===== src/rtl/ntt_stage_sequencer.sv =====
// Layer/beat sequencer for the 8-BU Kyber NTT core: walks seven layers of
// BEATS_PER_STAGE beats each and drives len/is_NTT to the zeta address decoder.
module ntt_stage_sequencer #(
  parameter int unsigned BEATS_PER_STAGE = 16,
  parameter int unsigned DRAIN_CYCLES    = 4
) (
  input  logic                               clk,
  input  logic                               rst,
  input  logic                               start,
  input  logic                               mode_ntt,
  input  logic                               abort,
  input  logic                               issue_ready,
  output logic [7:0]                         len,
  output logic                               is_NTT,
  output logic [2:0]                         stage_idx,
  output logic [$clog2(BEATS_PER_STAGE)-1:0] beat_idx,
  output logic                               issue_valid,
  output logic                               last_beat,
  output logic                               busy,
  output logic                               done
);

  localparam int unsigned BW = $clog2(BEATS_PER_STAGE);
  localparam int unsigned DW = (DRAIN_CYCLES > 1) ? $clog2(DRAIN_CYCLES) : 1;
  localparam logic [BW-1:0] BEAT_LAST  = BW'(BEATS_PER_STAGE - 1);
  localparam logic [DW-1:0] DRAIN_LAST = DW'(DRAIN_CYCLES - 1);
  localparam logic [2:0]    STAGE_LAST = 3'd6;
  localparam logic [7:0]    LEN_NTT0   = 8'd128;
  localparam logic [7:0]    LEN_INTT0  = 8'd2;

  typedef enum logic [1:0] {
    S_IDLE,
    S_ISSUE,
    S_DRAIN,
    S_DONE
  } state_t;

  state_t          r_state, w_state_nxt;
  logic [7:0]      r_len, w_len_nxt;
  logic            r_is_ntt, w_is_ntt_nxt;
  logic [2:0]      r_stage, w_stage_nxt;
  logic [BW-1:0]   r_beat, w_beat_nxt;
  logic [DW-1:0]   r_drain, w_drain_nxt;
  logic            r_valid, w_valid_nxt;
  logic            r_last, w_last_nxt;
  logic            r_done, w_done_nxt;

  always_ff @(posedge clk) begin
    if (rst) begin
      r_state  <= S_IDLE;
      r_len    <= '0;
      r_is_ntt <= 1'b0;
      r_stage  <= '0;
      r_beat   <= '0;
      r_drain  <= '0;
      r_valid  <= 1'b0;
      r_last   <= 1'b0;
      r_done   <= 1'b0;
    end else begin
      r_state  <= w_state_nxt;
      r_len    <= w_len_nxt;
      r_is_ntt <= w_is_ntt_nxt;
      r_stage  <= w_stage_nxt;
      r_beat   <= w_beat_nxt;
      r_drain  <= w_drain_nxt;
      r_valid  <= w_valid_nxt;
      r_last   <= w_last_nxt;
      r_done   <= w_done_nxt;
    end
  end

  always_comb begin
    w_state_nxt  = r_state;
    w_len_nxt    = r_len;
    w_is_ntt_nxt = r_is_ntt;
    w_stage_nxt  = r_stage;
    w_beat_nxt   = r_beat;
    w_drain_nxt  = r_drain;
    w_valid_nxt  = r_valid;
    w_done_nxt   = 1'b0;

    unique case (r_state)
      S_IDLE: begin
        if (start) begin
          w_state_nxt  = S_ISSUE;
          w_is_ntt_nxt = mode_ntt;
          w_len_nxt    = mode_ntt ? LEN_NTT0 : LEN_INTT0;
          w_stage_nxt  = '0;
          w_beat_nxt   = '0;
          w_valid_nxt  = 1'b1;
        end
      end
      S_ISSUE: begin
        if (issue_ready) begin
          if (r_beat == BEAT_LAST) begin
            w_state_nxt = S_DRAIN;
            w_drain_nxt = '0;
            w_valid_nxt = 1'b0;
          end else begin
            w_beat_nxt = r_beat + 1'b1;
          end
        end
      end
      S_DRAIN: begin
        if (r_drain == DRAIN_LAST) begin
          if (r_stage == STAGE_LAST) begin
            w_state_nxt = S_DONE;
            w_done_nxt  = 1'b1;
          end else begin
            // len moves only here, so it is already stable on the first beat
            w_state_nxt = S_ISSUE;
            w_stage_nxt = r_stage + 3'd1;
            w_beat_nxt  = '0;
            w_len_nxt   = r_is_ntt ? (r_len >> 1) : (r_len << 1);
            w_valid_nxt = 1'b1;
          end
        end else begin
          w_drain_nxt = r_drain + 1'b1;
        end
      end
      S_DONE: begin
        w_state_nxt  = S_IDLE;
        w_len_nxt    = '0;
        w_is_ntt_nxt = 1'b0;
        w_stage_nxt  = '0;
        w_beat_nxt   = '0;
        w_drain_nxt  = '0;
        w_valid_nxt  = 1'b0;
      end
      default: w_state_nxt = S_IDLE;
    endcase

    if (abort) begin
      w_state_nxt  = S_IDLE;
      w_len_nxt    = '0;
      w_is_ntt_nxt = 1'b0;
      w_stage_nxt  = '0;
      w_beat_nxt   = '0;
      w_drain_nxt  = '0;
      w_valid_nxt  = 1'b0;
      w_done_nxt   = 1'b0;
    end

    w_last_nxt = w_valid_nxt && (w_beat_nxt == BEAT_LAST);
  end

  assign len         = r_len;
  assign is_NTT      = r_is_ntt;
  assign stage_idx   = r_stage;
  assign beat_idx    = r_beat;
  assign issue_valid = r_valid;
  assign last_beat   = r_last;
  assign busy        = (r_state != S_IDLE);
  assign done        = r_done;

endmodule


===== config.mk =====
export PLATFORM = sky130hd
export DESIGN_NAME = ntt_stage_sequencer
export DESIGN_NICKNAME = d
export VERILOG_FILES = /design/src/rtl/ntt_stage_sequencer.sv
export SDC_FILE = /design/constraint.sdc
export NUM_CORES = 1
export LEC_CHECK = 0
export ABC_AREA = 1
export CAP_MARGIN = 0
export CORE_MARGIN = 10
export CORE_UTILIZATION = 35
export CTS_CLUSTER_DIAMETER = 40
export DETAILED_ROUTE_END_ITERATION = 7
export SYNTH_ARGS = -nofsm -noshare
export SYNTH_HDL_FRONTEND = slang
export SYNTH_SLANG_ARGS = --single-unit

===== constraint.sdc =====
create_clock -name clk -period 3.6 [get_ports clk]
set_input_delay 0.72 -clock clk [delete_from_list [all_inputs] [get_ports clk]]
set_output_delay 0.72 -clock clk [all_outputs]
set_load 0.01 [all_outputs]

# [Word-level counts from Yosys, hierarchy flattened]
# Index checks and enable logic that the tools add are counted.
[op_classes] n_reduce_logical=12 n_mux=37 n_eq_ne=13 bitwise=2 add_sub_neg=3
[op_table] op="$mux 8" n=5
[op_table] op="$mux 4" n=6
[op_table] op="$pmux 8 s3" n=1
[op_table] op="$mux 2" n=8
[op_table] op="$pmux 4 s4" n=1
[op_table] op="$ne 2x2->1 const B" n=6
[op_table] op="$reduce_and 4->1" n=3
[op_table] op="$mux 3" n=3
[op_table] op="$pmux 3 s3" n=1
[op_table] op="$eq 4x4->1 const B" n=2
[op_table] op="$mux 1" n=8
[op_table] op="$pmux 2 s4" n=1
[op_table] op="$eq 2x2->1 const B" n=3
[op_table] op="$pmux 2 s3" n=1
[op_table] op="$reduce_bool 3->1" n=2
[op_table] op="$add 4x1->4 const B" n=1
[op_table] op="$pmux 1 s4" n=1
[op_table] op="$reduce_bool 2->1" n=2
[op_table] op="$reduce_or 4->1" n=1
[op_table] op="$add 3x1->3 const B" n=1
[op_table] op="$eq 3x3->1 const B" n=1
[op_table] op="$add 2x1->2 const B" n=1
[op_table] op="$eq 2x1->1 const B" n=1
[op_table] op="$logic_not 2->1" n=1
[op_table] op="other kinds (5)" n=6
[totals] elab_cells=76 inputBits=6 regBits=23

# [Longest topological paths before layout]
# Gate-level depths: netlist (run 1).
[depth] word_depth=7 depth_mapped=11 depth_no_buf=10

# [Worst setup path after synthesis (run 1)]
# Ideal clock, no wire load.
[synth_path] path_kind="reg2out" startpoint="reg r_state[0]" endpoint="out busy" arrival_time_ns=0.781 setup_slack_ns=2.099 n_path_buf=0 stages_incl_launch_ff=4 required_time_ns=2.880 path_cell_list="dfxtp_1 -> inv_1 -> ha_1 -> inv_1"
[synth_via] elab_chain_cells=1
[synth_rtl] element="from (decl)" line="38" rtl="state_t r_state, w_state_nxt;"
[synth_rtl] element="from (signal assigned)" line="60" rtl="r_state <= w_state_nxt;"
[synth_rtl] element="$reduce_bool 2->1" line="153" rtl="assign busy = (r_state != S_IDLE);"
[synth_rtl] element="to (decl)" line="19" rtl="output logic busy,"
# No other way between the ends.

# [Worst setup path after layout (run 1)]
# Same ends and word-level chain as after synthesis.

==> results of run 1 <==
-- cell usage in the layout, fill, tap and decap left out --
master,n
inv_1,21
a21oi_2,1
a21oi_1,24
o21ai_2,1
a211oi_1,2
nor3_1,4
clkdlybuf4s50_1,25
clkinv_2,1
dfxtp_1,23
o31ai_1,2
nand3_2,1
o21ai_0,8
nand2_1,43
nand3_1,13
nand4_1,4
or2_2,2
o211ai_1,4
clkinvlp_4,1
inv_2,3
or2_1,1
nor2_1,15
nor2_2,1
xor2_1,1
clkbuf_8,3
nor2_4,1
ha_1,9
o21ai_1,1
nand2_2,5
-- report_power, final --
group	switching [mW]	internal [mW]
Clock	0.0907	0.0785
Combinational	0.0514	0.0338
Sequential	0.00671	0.260
Total	0.149	0.372
-- logic make-up after synthesis --
group / share of synthesized area
flops: 0.338
simple gates: 0.297
buf+inv: 0.0982
fa+ha+maj: 0.0826
compound gates: 0.178
xor+xnor: 0.00642
-- worst max-delay path: stages (launching register included) --
cell	delay [ns]
dfxtp_1	0.40
inv_1	0.12
ha_1	0.26
inv_1	0.09
clkdlybuf4s50_1	0.54
-- state kept, by name (all words and copies together), names as in the netlist --
register	flops
done	1
r_drain	2
r_state	2
is_NTT	1
len	8
beat_idx	4
last_beat	1
stage_idx	3
issue_valid	1
-- layout make-up --
| cell class | instances | area [um2] | share of cell area |
|---|---|---|---|
| multi-input combinational | 143 | 769 | 0.457 |
| tap | 48 | 60.1 | 0.0357 |
| inverter | 25 | 95.1 | 0.0565 |
| timing repair buffer | 25 | 250 | 0.149 |
| clock inverter | 1 | 7.51 | 0.00446 |
| clock buffer | 3 | 41.3 | 0.0245 |
| sequential | 23 | 460 | 0.273 |
-- cells in the mapped netlist --
library cell and instances:
nand2_1 43, a21oi_1 24, dfxtp_1 23, inv_1 21, nor2_1 15, nand3_1 13
ha_1 9, o21ai_0 8, nand2_2 5, nand4_1 4, nor3_1 4, o211ai_1 4
inv_2 3, a211oi_1 2, buf_6 2, o31ai_1 2, or2_2 2, a21oi_2 1
buf_2 1, buf_4 1, clkbuf_1 1, clkinv_2 1, nand3_2 1, nor2_2 1
nor2_4 1, o21ai_1 1, o21ai_2 1, or2_1 1, xor2_1 1
-- per-layer routing --
| layer | wire length, um | GRT usage | vias up |
|---|---|---|---|
| met5 | 0 | 0 | - |
| met4 | 38 | 0.0221 | 0 |
| met3 | 315 | 0.0432 | 7 |
| met2 | 1400 | 0.160 | 49 |
| met1 | 1520 | 0.128 | 575 |
| li1 | - | - | 690 |
-- stage by stage --
stage	area, um2	power (mW)
detailed placement	1640	0.358
finish	1680	0.521
global placement	1640	0.359
global route	1680	0.552
CTS	1680	0.528
floorplan	1360	0.332
-- worst min path at each step --
stage | startpoint | slack (ns) | to
3_3_place_gp | r_drain[1]$_SDFFE_PP0P_ | 0.46 | r_drain[1]$_SDFFE_PP0P_
5_1_grt | r_drain[1]$_SDFFE_PP0P_ | 0.50 | r_drain[1]$_SDFFE_PP0P_
6_report | r_drain[1]$_SDFFE_PP0P_ | 0.47 | r_drain[1]$_SDFFE_PP0P_
2_1_floorplan | r_drain[0]$_SDFFE_PP0P_ | 0.44 | r_drain[0]$_SDFFE_PP0P_
4_1_cts | r_drain[1]$_SDFFE_PP0P_ | 0.48 | r_drain[1]$_SDFFE_PP0P_
3_5_place_dp | r_drain[1]$_SDFFE_PP0P_ | 0.46 | r_drain[1]$_SDFFE_PP0P_
==> reports/qor.yml, run 1 <==
setup_path:
  crit_type: "flip-flop to output port"
  worstPathRequired_ns: 2.88
  r2r_cells: 8
  startpoint: "r_state[0]$_SDFFE_PP0P_"
  reg2reg_from: "r_state[0]$_SDFFE_PP0P_"
  cp-end-kind: "output port"
  endpoint: "busy"
  critPathMaxFanout: 4
  cp.arrival_ns: 1.69
  r2r_end: "len[0]$_SDFFE_PP0P_"
  crit_path_start_kind: "flip-flop"
  rrSetupSlack_ns: 1.61
finish:
  nNetsFinal: 236
  syn_to_final_growth_pct: 23.5
  fill_cells: 398
  drive_gt1_frac: 0.0909
  diodes: 0
  final_cells: 268
  fin_util: 0.453
clock_network:
  post_cts_resized: 0
  cts_setup_buffers: 0
  insertion_delay_ns: 0.27
  h-tree-depth: 1
  tritoncts: "built"
  cts_hold_buf: 0
  cts.clk_slew.worst_paths_ns: 0.09
  cts-buffers-inserted: 3
  clockBufferDepth: 2
  root_buffer: "clkbuf_8"
  cts_sinks: 23
floorplanning:
  io_pins: 26
  die_w_um: 82.4
  fp.coreArea_um2: 3720
  start_util: 0.367
  die_h_um: 82.4
  dieArea_um2: 6790
  floorplan.rows: 22
timing:
  tightestPinTransition_ns: 0.485
  layout_min_cycle_time_ns: 2.41
  setup_ws_ns: 1.19
  hold_viol: 0
  finalSetupViolCount: 0
  period_share: 0.668
  fin_tns_setup_ns: 0
  fin_hold_ws_ns: 0.470
  max_freq_mhz: 416
  skew_ns: 0.00324
  maxSlewViolCount: 0
  slew_headroom: 0.676
  rsz0062_at_grt: "no"
grt:
  antenna_found_initial: 0
  track_usage: 0.102
  grt_pass1_wl_um: 5610
  grt_pass1_vias: 1239
  grt_start_max_net_pins: 15
  gr-total-overflow: 0
yosys:
  synth_top_area_frac: 0.338
  syn_nets: 211
  yosysUniqueCellTypes: 29
  syn_avg_cell_area_um2: 6.96
  synthCells: 196
  ys_seq_area_frac: 0.338
  yosys_warnings: 0
  synthTopCellsByArea: "dfxtp_1 34%, nand2_1 12%, a21oi_1 8.8%"
  synth_seq_cells: 23
  synth_area_um2: 1360
  synth_top_area_cell: "dfxtp_1"
hold_path:
  whs_path_depth: 2
  hold_class: "flip-flop to flip-flop"
place:
  dpl.hpwl_um: 2510
  dp_slack_ns: 1.38
  place_congestion: 0.839
  dp.cells: 264
  port_buffers: 25
detailed_routing:
  routed_wl_um: 3270
  vias: 1321
  drc: 0
  viasPerCell: 4.93
  ant_nets: 0
  drtPass1Iterations: 5
  wl_per_cell_um: 12.2
  first_iter_violations: 112
power:
  p_per_area_nw_per_um2: 309
  peakVddDrop_uv: 253
  p_leak_nw: 0.662
flow_run:
  drv.max_cap_violation_count: 0
outcome:
  status: "completed"
Note: power is estimated with default switching activity, not from simulation.
==> run 2, diff against run 1 <==
==> constraint.sdc (replaced) <==
create_clock -name clk -period 2.32 [get_ports clk]
set_input_delay 0.464 -clock clk [delete_from_list [all_inputs] [get_ports clk]]
set_output_delay 0.464 -clock clk [all_outputs]
set_load 0.01 [all_outputs]
==> reports/qor.yml, run 2 (same netlist as run 1, synthesis figures left out) <==
floorplanning:
  fp.coreArea_um2: 3720
  die_h_um: 82.4
  die_w_um: 82.4
  io_pins: 26
  start_util: 0.367
  dieArea_um2: 6790
  floorplan.rows: 22
detailed_routing:
  ant_nets: 0
  drtPass1Iterations: 4
  routed_wl_um: 3290
  viasPerCell: 4.86
  drc: 0
  wl_per_cell_um: 12.1
  vias: 1318
  first_iter_violations: 85
grt:
  grt_start_max_net_pins: 14
  track_usage: 0.103
  grt_pass1_vias: 1181
  grt_pass1_wl_um: 5590
  gr-total-overflow: 0
  antenna_found_initial: 0
clock_network:
  post_cts_resized: 0
  cts_setup_buffers: 0
  insertion_delay_ns: 0.27
  cts.clk_slew.worst_paths_ns: 0.08
  tritoncts: "built"
  clockBufferDepth: 2
  root_buffer: "clkbuf_8"
  h-tree-depth: 1
  cts-buffers-inserted: 3
  cts_hold_buf: 0
  cts_sinks: 23
finish:
  nNetsFinal: 239
  fin_area_um2: 1700
  drive_gt1_frac: 0.103
  largest_reg_flops: 8
  syn_to_final_growth_pct: 25.0
  diodes: 0
  layout_common_cells: "43 x nand2_1, 25 x clkdlybuf4s50_1, 24 x a21oi_1, 23 x dfxtp_1, 21 x inv_1"
  mostFrequentLayoutCell: "nand2_1"
timing:
  slew_headroom: 0.683
  layout_min_cycle_time_ns: 2.14
  period_share: 0.921
  hold_viol: 0
  max_freq_mhz: 468
  skew_ns: 0.00430
  maxSlewViolCount: 0
  tightestPinTransition_ns: 0.475
  finalSetupViolCount: 0
  fin_hold_ws_ns: 0.471
  rsz0062_at_grt: "no"
  fin_tns_setup_ns: 0
setup_path:
  cp.arrival_ns: 1.67
  critPathMaxFanout: 4
  cp-end-kind: "output port"
  crit_type: "flip-flop to output port"
  worstPathRequired_ns: 1.86
  crit_path_start_kind: "flip-flop"
flow_run:
  drv.max_cap_violation_count: 0
power:
  finalPower_mw: 0.801
  switchingPower_mw: 0.223
  peakVddDrop_uv: 396
  internal_power_mw: 0.578
  switching_share: 0.278
  p_leak_nw: 0.680
  p_clk_frac: 0.312
  p_per_area_nw_per_um2: 470
  comb_power_share: 0.175
  power_frac_seq: 0.513
hold_path:
  hold_class: "flip-flop to flip-flop"
place:
  place_congestion: 0.793
  dpl.hpwl_um: 2540
  port_buffers: 25
  place_area_um2: 1660
outcome:
  status: "completed"
-- run 2: final cells by class --
class                   instances  area [um2]
flip-flops and latches         23         460
inverters                      25        95.1
clock buffers                   3        41.3
multi-input cells             143         769
repair buffers                 28         273
fillers                       380        2010
well taps                      48        60.1
clock inverters                 1        5.00
-- run 2: final timing paths --
kind,start,end,slack [ns],cells past startpoint
worst max-delay path,r_state[0]$_SDFFE_PP0P_,busy,0.18,4
worst min-delay path,r_drain[1]$_SDFFE_PP0P_,r_drain[1]$_SDFFE_PP0P_,0.47,2
worst min register to register,r_drain[1]$_SDFFE_PP0P_,r_drain[1]$_SDFFE_PP0P_,0.47,2
worst max register to register,r_state[0]$_SDFFE_PP0P_,len[1]$_SDFFE_PP0P_,0.38,9
-- run 2: routing by layer --
metal,part of all wire,global-route usage,vias up
met4,0.0070,0.0255,0
met2,0.42,0.155,36
met1,0.48,0.131,581
met3,0.091,0.0486,2
met5,0,0,-
li1,-,-,699
-- run 2: critical path, stage by stage (launching register included) --
cell	delay, ns
dfxtp_1	0.38
inv_1	0.11
ha_1	0.26
inv_1	0.11
clkdlybuf4s50_1	0.55
-- run 2: power groups by stage --
| stage | sequential, mW | clock, mW | combinational, mW |
|---|---|---|---|
| detailed placement | 0.420 | 0 | 0.140 |
| finish | 0.411 | 0.250 | 0.140 |
| CTS | 0.411 | 0.261 | 0.141 |
| global route | 0.413 | 0.275 | 0.158 |
| global placement | 0.421 | 0 | 0.141 |
| floorplan | 0.422 | 0 | 0.0926 |
-- run 2: stage by stage --
stage / setup slack (ns) / std cells / utilization
floorplan: 0.892 / 196 / -
global placement: 0.403 / 267 / 0.446
detailed placement: 0.367 / 267 / 0.446
CTS: 0.172 / 271 / 0.459
global route: 0.0309 / 271 / 0.459
finish: 0.183 / 271 / 0.459
